[src/rtl/core_lsu.sv]
`default_nettype none
// ============================================================================
// Module   : core_lsu
// Purpose  : Load/store unit with valid/ready handshakes toward the core and
//            the memory bus. Handles byte/half/word sizes with sign or zero
//            extension and aborts a beat that stalls for TIMEOUT cycles.
//            Define CORE_LSU_MISALIGNED_EN to split word-crossing half/word
//            accesses into two bus beats. Without it they end with rsp_err.
// Revision : 1.0 - initial release
// ============================================================================
module core_lsu #(
  parameter int ADDR_W  = 32,
  parameter int TIMEOUT = 16
) (
  input  logic              clk,
  input  logic              reset,
  // core side
  input  logic              req_valid,
  output logic              req_ready,
  input  logic              req_we,
  input  logic [ADDR_W-1:0] req_addr,
  input  logic [1:0]        req_size,
  input  logic              req_unsigned,
  input  logic [31:0]       req_wdata,
  output logic              rsp_valid,
  output logic [31:0]       rsp_rdata,
  output logic              rsp_err,
  // bus side
  output logic [ADDR_W-1:0] address,
  output logic [31:0]       data_out,
  input  logic [31:0]       data_in,
  output logic              we,
  output logic [3:0]        byte_en,
  output logic              bus_valid,
  input  logic              bus_ready
);

  localparam int              c_cnt_w    = $clog2(TIMEOUT + 1);
  localparam logic [c_cnt_w-1:0] c_cnt_last = c_cnt_w'(TIMEOUT - 1);
  localparam logic [c_cnt_w-1:0] c_cnt_one  = c_cnt_w'(1);

  typedef enum logic [1:0] {
    IDLE  = 2'd0,
    BEAT0 = 2'd1,
    BEAT1 = 2'd2,
    DONE  = 2'd3
  } state_t;

  state_t r_state;
  state_t w_state_next;

  // Active byte lanes for an access starting at lane 0.
  function automatic logic [3:0] lane_mask(input logic [1:0] size);
    case (size)
      2'd0:    lane_mask = 4'b0001;
      2'd1:    lane_mask = 4'b0011;
      default: lane_mask = 4'b1111;
    endcase
  endfunction

  // Captured request and beat bookkeeping
  logic [1:0]         r_off;
  logic [1:0]         r_size;
  logic               r_unsigned;
  logic               r_store;
  logic               r_err;
  logic [c_cnt_w-1:0] r_cnt;
  logic [31:0]        r_d0;

  logic [1:0]  w_req_off;
  logic        w_cross;
  logic        w_err_req;
  logic        w_stall;
  logic        w_timeout;
  logic        w_beat_done;
  logic [3:0]  w_mask0;
  logic [31:0] w_wdata0;
  logic [31:0] w_raw;
  logic [31:0] w_load;

  assign w_req_off = req_addr[1:0];
  // A half at lane 3 or a word off lane 0 spills into the next word.
  assign w_cross   = (req_size == 2'd1 && w_req_off == 2'd3) ||
                     (req_size == 2'd2 && w_req_off != 2'd0);
  assign w_mask0   = lane_mask(req_size) << w_req_off;
  assign w_wdata0  = req_wdata << {w_req_off, 3'b000};

  assign w_stall     = bus_valid & ~bus_ready;
  assign w_beat_done = bus_valid & bus_ready;
  assign w_timeout   = w_stall && (r_cnt == c_cnt_last);

`ifdef CORE_LSU_MISALIGNED_EN
  logic        r_cross;
  logic [31:0] r_wdata;
  logic [31:0] r_d1;
  logic [3:0]  w_mask1;
  logic [31:0] w_wdata1;

  assign w_err_req = (req_size == 2'd3);
  // Second beat takes the lanes and data bytes that overflowed beat 0.
  assign w_mask1   = 4'(({4'b0000, lane_mask(r_size)} << r_off) >> 4);
  assign w_wdata1  = r_wdata >> (6'd32 - {1'b0, r_off, 3'b000});
  assign w_raw     = 32'({r_d1, r_d0} >> {r_off, 3'b000});
`else
  assign w_err_req = (req_size == 2'd3) || w_cross;
  assign w_raw     = r_d0 >> {r_off, 3'b000};
`endif

  // Truncate the aligned load value to its size and extend it to 32 bits.
  always_comb begin
    w_load = w_raw;
    case (r_size)
      2'd0:    w_load = {{24{~r_unsigned & w_raw[7]}},  w_raw[7:0]};
      2'd1:    w_load = {{16{~r_unsigned & w_raw[15]}}, w_raw[15:0]};
      default: w_load = w_raw;
    endcase
  end

  assign req_ready = (r_state == IDLE);
  assign rsp_valid = (r_state == DONE);
  assign rsp_err   = rsp_valid & r_err;
  assign rsp_rdata = (rsp_valid && !r_err && !r_store) ? w_load : 32'h0;

  // State register.
  always_ff @(posedge clk or posedge reset) begin
    if (reset) r_state <= IDLE;
    else       r_state <= w_state_next;
  end

  // Next-state selection.
  always_comb begin
    w_state_next = r_state;
    case (r_state)
      IDLE: begin
        if (req_valid) w_state_next = w_err_req ? DONE : BEAT0;
      end
      BEAT0: begin
        if (w_timeout) begin
          w_state_next = DONE;
        end else if (w_beat_done) begin
`ifdef CORE_LSU_MISALIGNED_EN
          w_state_next = r_cross ? BEAT1 : DONE;
`else
          w_state_next = DONE;
`endif
        end
      end
`ifdef CORE_LSU_MISALIGNED_EN
      BEAT1: begin
        if (w_timeout || w_beat_done) w_state_next = DONE;
      end
`endif
      DONE:    w_state_next = IDLE;
      default: w_state_next = IDLE;
    endcase
  end

  // Request capture, bus beat registers, read data and stall counter.
  always_ff @(posedge clk or posedge reset) begin
    if (reset) begin
      r_off      <= 2'd0;
      r_size     <= 2'd0;
      r_unsigned <= 1'b0;
      r_store    <= 1'b0;
      r_err      <= 1'b0;
      r_cnt      <= '0;
      r_d0       <= 32'h0;
      address    <= '0;
      data_out   <= 32'h0;
      we         <= 1'b0;
      byte_en    <= 4'h0;
      bus_valid  <= 1'b0;
`ifdef CORE_LSU_MISALIGNED_EN
      r_cross    <= 1'b0;
      r_wdata    <= 32'h0;
      r_d1       <= 32'h0;
`endif
    end else begin
      case (r_state)
        IDLE: begin
          if (req_valid) begin
            r_off      <= w_req_off;
            r_size     <= req_size;
            r_unsigned <= req_unsigned;
            r_store    <= req_we;
            r_err      <= w_err_req;
            r_cnt      <= '0;
`ifdef CORE_LSU_MISALIGNED_EN
            r_cross    <= w_cross;
            r_wdata    <= req_wdata;
`endif
            if (!w_err_req) begin
              bus_valid <= 1'b1;
              address   <= {req_addr[ADDR_W-1:2], 2'b00};
              byte_en   <= w_mask0;
              data_out  <= w_wdata0;
              we        <= req_we;
            end
          end
        end
        BEAT0, BEAT1: begin
          if (w_beat_done) begin
            r_cnt <= '0;
`ifdef CORE_LSU_MISALIGNED_EN
            if (r_state == BEAT0) r_d0 <= data_in;
            else                  r_d1 <= data_in;
            if (r_state == BEAT0 && r_cross) begin
              address  <= address + ADDR_W'(4);
              byte_en  <= w_mask1;
              data_out <= w_wdata1;
            end else begin
              bus_valid <= 1'b0;
            end
`else
            r_d0      <= data_in;
            bus_valid <= 1'b0;
`endif
          end else if (w_timeout) begin
            bus_valid <= 1'b0;
            r_err     <= 1'b1;
          end else if (w_stall) begin
            r_cnt <= r_cnt + c_cnt_one;
          end
        end
        default: ;
      endcase
    end
  end

endmodule
`default_nettype wire

[config.mk]
export PLATFORM = sky130hd
export DESIGN_NAME = core_lsu
export DESIGN_NICKNAME = d
export VERILOG_FILES = /design/src/rtl/core_lsu.sv
export SDC_FILE = /design/constraint.sdc
export NUM_CORES = 1
export LEC_CHECK = 0
export ABC_AREA = 1
export ABC_CLOCK_PERIOD_IN_PS = 5120
export CORE_MARGIN = 2
export CORE_UTILIZATION = 35
export DETAILED_ROUTE_END_ITERATION = 7
export PLACE_DENSITY = 0.74
export REMOVE_ABC_BUFFERS = 1
export SYNTH_ARGS = -nofsm -noshare
export SYNTH_HDL_FRONTEND = slang
export SYNTH_SLANG_ARGS = --single-unit
[constraint.sdc]
create_clock -name clk -period 5.12 [get_ports clk]
set_input_delay 1.024 -clock clk [delete_from_list [all_inputs] [get_ports clk]]
set_output_delay 1.024 -clock clk [all_outputs]
set_load 0.05 [all_outputs]
; After elaboration in Yosys (flattened, before gate mapping)
; Index checks and enable logic that the tools add are counted.
[totals]
reg_bits = 114
inputBits = 104
output_inout_bits = 105
wordCells = 86
[classes]
add_sub_neg = 1
n_eq_ne = 17
n_shift = 3
n_mux = 22
n_bitwise = 8
reduce_logical = 22
[ops]
columns = op, count
row1 = $pmux W32 S2, 1
row2 = $mux W32, 1
row3 = $shl A32 B5 Y32, 1
row4 = $shr A32 B5 Y32, 1
row5 = $mux W5, 4
row6 = $ne A3 B3 Y1 const B, 4
row7 = $reduce_and A4 Y1, 3
row8 = $eq A2 B2 Y1 const B, 5
row9 = $pmux W5 S2, 1
row10 = $mux W2, 4
row11 = $ne A2 B2 Y1 const B, 4
row12 = $pmux W4 S2, 1
row13 = $mux W1, 7
row14 = $eq A2 B1 Y1 const B, 3
row15 = $logic_not A2 Y1, 3
row16 = $reduce_and A2 Y1, 3
row17 = $add A5 B1 Y5 const B, 1
row18 = $and A1 B1 Y1, 5
row19 = $eq A5 B4 Y1 const B, 1
row20 = $logic_and A1 B1 Y1, 5
row21 = $pmux W1 S2, 2
row22 = $pmux W2 S2, 1
row23 = $reduce_bool A2 Y1, 2
row24 = $shl A4 B2 Y4, 1
row25 = other kinds (5), 9

; Longest topological paths before layout
[depth]
ltp_word = 7
ltp_mapped = 10
ltp_nobuf = 10

; Least setup slack after synthesis
; OpenSTA, ideal clock, no wires.
[synth_path]
kind = reg2out
start = register r_state[0]
end = output rsp_rdata[10]
arrival_ns = 2.045
required_ns = 4.096
slack_ns = 2.051
stages_incl_launch_ff = 5
n_path_buf = 1
path_cell_list = dfrtp_1 ha_1 nand2_1 clkbuf_1 a21oi_1
[synth_between]
elab_chain_len = 4
[synth_rtl]
columns = element, line_no
row1 = start: declaration, 49  ; state_t r_state;
row2 = start signal: assignment, 127  ; else r_state <= w_state_next;
row3 = $eq A2 B2 Y1, 120  ; assign rsp_valid = (r_state == DONE);
row4 = via rsp_valid, 25  ; output logic rsp_valid,
row5 = $logic_and A1 B1 Y1 (2 in a row), 122  ; assign rsp_rdata = (rsp_valid && !r_err && !r_store) ? w_load : 32'h0;
row6 = $mux W32, 122
row7 = end: declaration, 26  ; output logic [31:0] rsp_rdata,
; The timed path passes the listed nets, and every way through them passes these cells.

; Final worst setup path
[layout_path]
start = register r_off[1]
end = output rsp_rdata[26]
[layout_between]
elab_chain_len = 4
elab_cells_between_ends = 5
classes_between = shift (1) / mux (2) / bitwise (2)
[layout_rtl]
columns = element, line_no
row1 = start: declaration, 62  ; logic [1:0] r_off;
row2 = start signal: assignment, 182  ; r_off <= w_req_off;
row3 = $shr A32 B5 Y32 *, 106  ; assign w_raw = r_d0 >> {r_off, 3'b000};
row4 = "$and A1 B1 Y1, on equally long branches", "114, 113"
row5 = $pmux W32 S2 *, 112  ; case (r_size)
row6 = $mux W32 *, 122
; Every way passes the cells marked *; elsewhere a longest branch is shown, timed or not.

==> reports/summary.txt <==
power per cell area: 258 nW/um2
status: finished clean
DRC viols: 0
routability cong.: 0.835
clock-pin slew on the worst setup and hold paths: 0.05 ns
average wire per standard cell: 14.4 um
worst vdd ir: 0.000223 V
Starting Density: 35.3%
CP Max Fanout: 33
Tmin final: 4.06 ns
Core Util, Final: 51.2%
reg-to-reg startpoint: r_state[0]$_DFFE_PP0P_
WP data required: 4.10 ns
crit-path cells: inv_2 > nand3_4 > nand3_4 > nand3_4 > nand2_1 > inv_1 > clkdlybuf4s50_1
Die X-Extent: 135 um
sequential area share after synthesis: 47.2%
relative slew slack: 30.4%
Longest Clk Path Bufs: 2
LEAKAGE: 4.32 nW
Fmax: 246 MHz
final net count: 1090
Clock Skews: 0.00775 ns
Worst Path Buf+Inv: 3
EDFF count, synth: 0
Register-to-Register Path Depth: 8
syn avg cell area: 7.59 um2
Layout area overhead: 45.0%
critical path startpoint category: flip-flop
largest net degree at the start of global routing: 73
hpwl dp: 12.2 mm
most area-consuming cells after synthesis: dfrtp_1, nand2_1, mux2_2, o21ai_0, a21oi_1
die area: 18300 um2
Post-CTS Setup Bufs: 0
I/O pin cnt: 209
Yosys reg bits: 114
initial antenna violation count: 0
worst r2r dst: address[4]$_DFFE_PP0P_
vias in the first global route: 5463
count of cell types in the netlist: 26
Post-synth top flop: dfrtp_1
top cell type's share of synthesized area: 47.2%
DR pass1 iterations: 5
top post-synthesis cells by count: nand2_1, dfrtp_1, inv_1, o21ai_0, a21oi_1
cts bufs inserted: 17
Synth Instances: 796
Clock Latency Late Sink: 0.41 ns
final setup fails: 0
Total Routing Usage GR: 19.4%
synthesized cell area: 6040 um2
CTS root buf: clkbuf_16
Slowest-stage cell, CP: clkdlybuf4s50_1
TritonCTS clock tree: done
WS Path Type: flip-flop to output pin
DR iter-0 viols: 280
routed vias: 5705
maxcap violations: 0
critical path startpoint: r_off[1]$_DFFE_PP0P_
RSZ-0062 raised after global routing: false
first-pass GRT wire length: 27.7 mm
hold-critical path depth: 2
Cells after DPL: 1187
Detailed Route WL: 17.5 mm
Least-Margin Pin Slew: 1.04 ns
Post-Layout Cell Count: 1219
TNS Setup: 0 ns
most frequent cell after synthesis: nand2_1
grt total ovfl: 0
CP dominant cell by count: nand3_4
final hold vios: 0
hold_sp: data_out[29]$_DFFE_PP0P_
num rows: 48
Port-buffer cells: 206
fin crit share: 79.3%
CP peak stage delay: 0.79 ns
ant diodes: 0
ys async rst share: 100%
hold_buf cts: 0
total core area: 17100 um2
Crit path max-delay family: buffers and inverters
hold endpoint: data_out[29]$_DFFE_PP0P_
pre-CTS setup slack: 1.50 ns
Synth area leader: dfrtp_1
clock sinks: 114
CP Data Arrival Time: 3.04 ns
Final Max Tran Viols: 0
crit end category: output pin
number of antenna-violating nets in the routed design: 0
YS warnings: 0
post-cts sizing count: 0
layout cells sized above 1: 7.75%
Hold WC Path Type: flip-flop to flip-flop
H-tree Lvls: 4
height of the die: 135 um
DR vias/cell: 4.68
setup ws final: 1.06 ns
R2R Setup Slk: 2.75 ns
worst max-delay path by stage:
stage,endpoint,slack [ns],depth (start not counted)
finish,rsp_rdata[26],1.06,7
global placement,rsp_rdata[23],1.56,7
global route,rsp_rdata[24],0.81,7
CTS,rsp_rdata[26],1.06,7
detailed placement,rsp_rdata[26],1.50,7
floorplan,address[10]$_DFFE_PP0P_,1.08,1
cell type report:
class / instances / area (um2)
fillers: 1632 / 8350
flip-flops and latches: 114 / 2850
multi-input cells: 569 / 2660
repair buffers: 213 / 2110
clock buffers: 23 / 468
well taps: 225 / 282
inverters: 66 / 258
clock inverters: 9 / 130
layer usage:
layer  routed length [um]  GRT usage, %  part of all wire [%]  vias up
li1                     -             -                     -     2865
met1                 7420          23.8                    42     2595
met2                 8020          31.2                    46      229
met3                 1830          7.93                    10       16
met4                  256          6.31                   1.5        0
met5                    0             0                     0        -
worst min-delay path: cells and delay by family (launching register included):
family / cells / cell delay, ns
flip-flops: 1 / 0.34
AND/OR/NAND/NOR: 2 / 0.10
power breakdown:
group,switching [mW],internal [mW],total [mW]
sequential,0,0.902,0.902
combinational,0.0668,0.0826,0.149
clock,0.417,0.790,1.21
registers in the layout, indices dropped and copies added, names as in the netlist:
register    flops
r_off           2
r_store         1
r_size          2
bus_valid       1
r_unsigned      1
r_d0           32
address        30
we              1
byte_en         4
r_state         2
data_out       32
r_cnt           5
r_err           1
layout by cell type, fill, tap and decap left out, types with 3 or more instances in the layout:
master / instances
o211ai_1: 7
clkbuf_1: 4
a21oi_1: 52
ha_1: 5
nand4_1: 3
clkdlybuf4s50_1: 206
bufinv_16: 3
dfrtp_1: 114
inv_1: 58
nand2_1: 353
mux2_2: 25
o21ai_0: 55
nand3_1: 39
inv_2: 3
nand3_4: 3
inv_4: 4
clkinv_2: 3
buf_4: 7
nor2_1: 17
clkbuf_16: 17
stage by stage:
stage          hold slack (ns)  area [um2]  power, mW
6_report                 0.475        8760       2.26
5_1_grt                  0.496        8760       2.34
4_1_cts                  0.479        8760       2.28
3_5_place_dp             0.464        8160       1.07
3_3_place_gp             0.460        8160       1.07
2_1_floorplan            0.453        5770      0.963
logic make-up (layout without fill, tap and decap cells):
| logic type | count (synthesis) | after routing | share of synthesized area, % |
|---|---|---|---|
| AND/OR/NAND/NOR | 422 | 422 | 28.3 |
| AO/OA/AOI/OAI | 115 | 115 | 9.81 |
| flip-flops | 114 | 114 | 47.2 |
| buffers and inverters | 114 | 311 | 8.90 |
| multiplexers | 25 | 25 | 4.66 |
| adder cells (fa/ha/maj) | 5 | 5 | 1.03 |
| other | 1 | 2 | 0.0620 |
No activity file was read; power rests on OpenSTA's default activity.
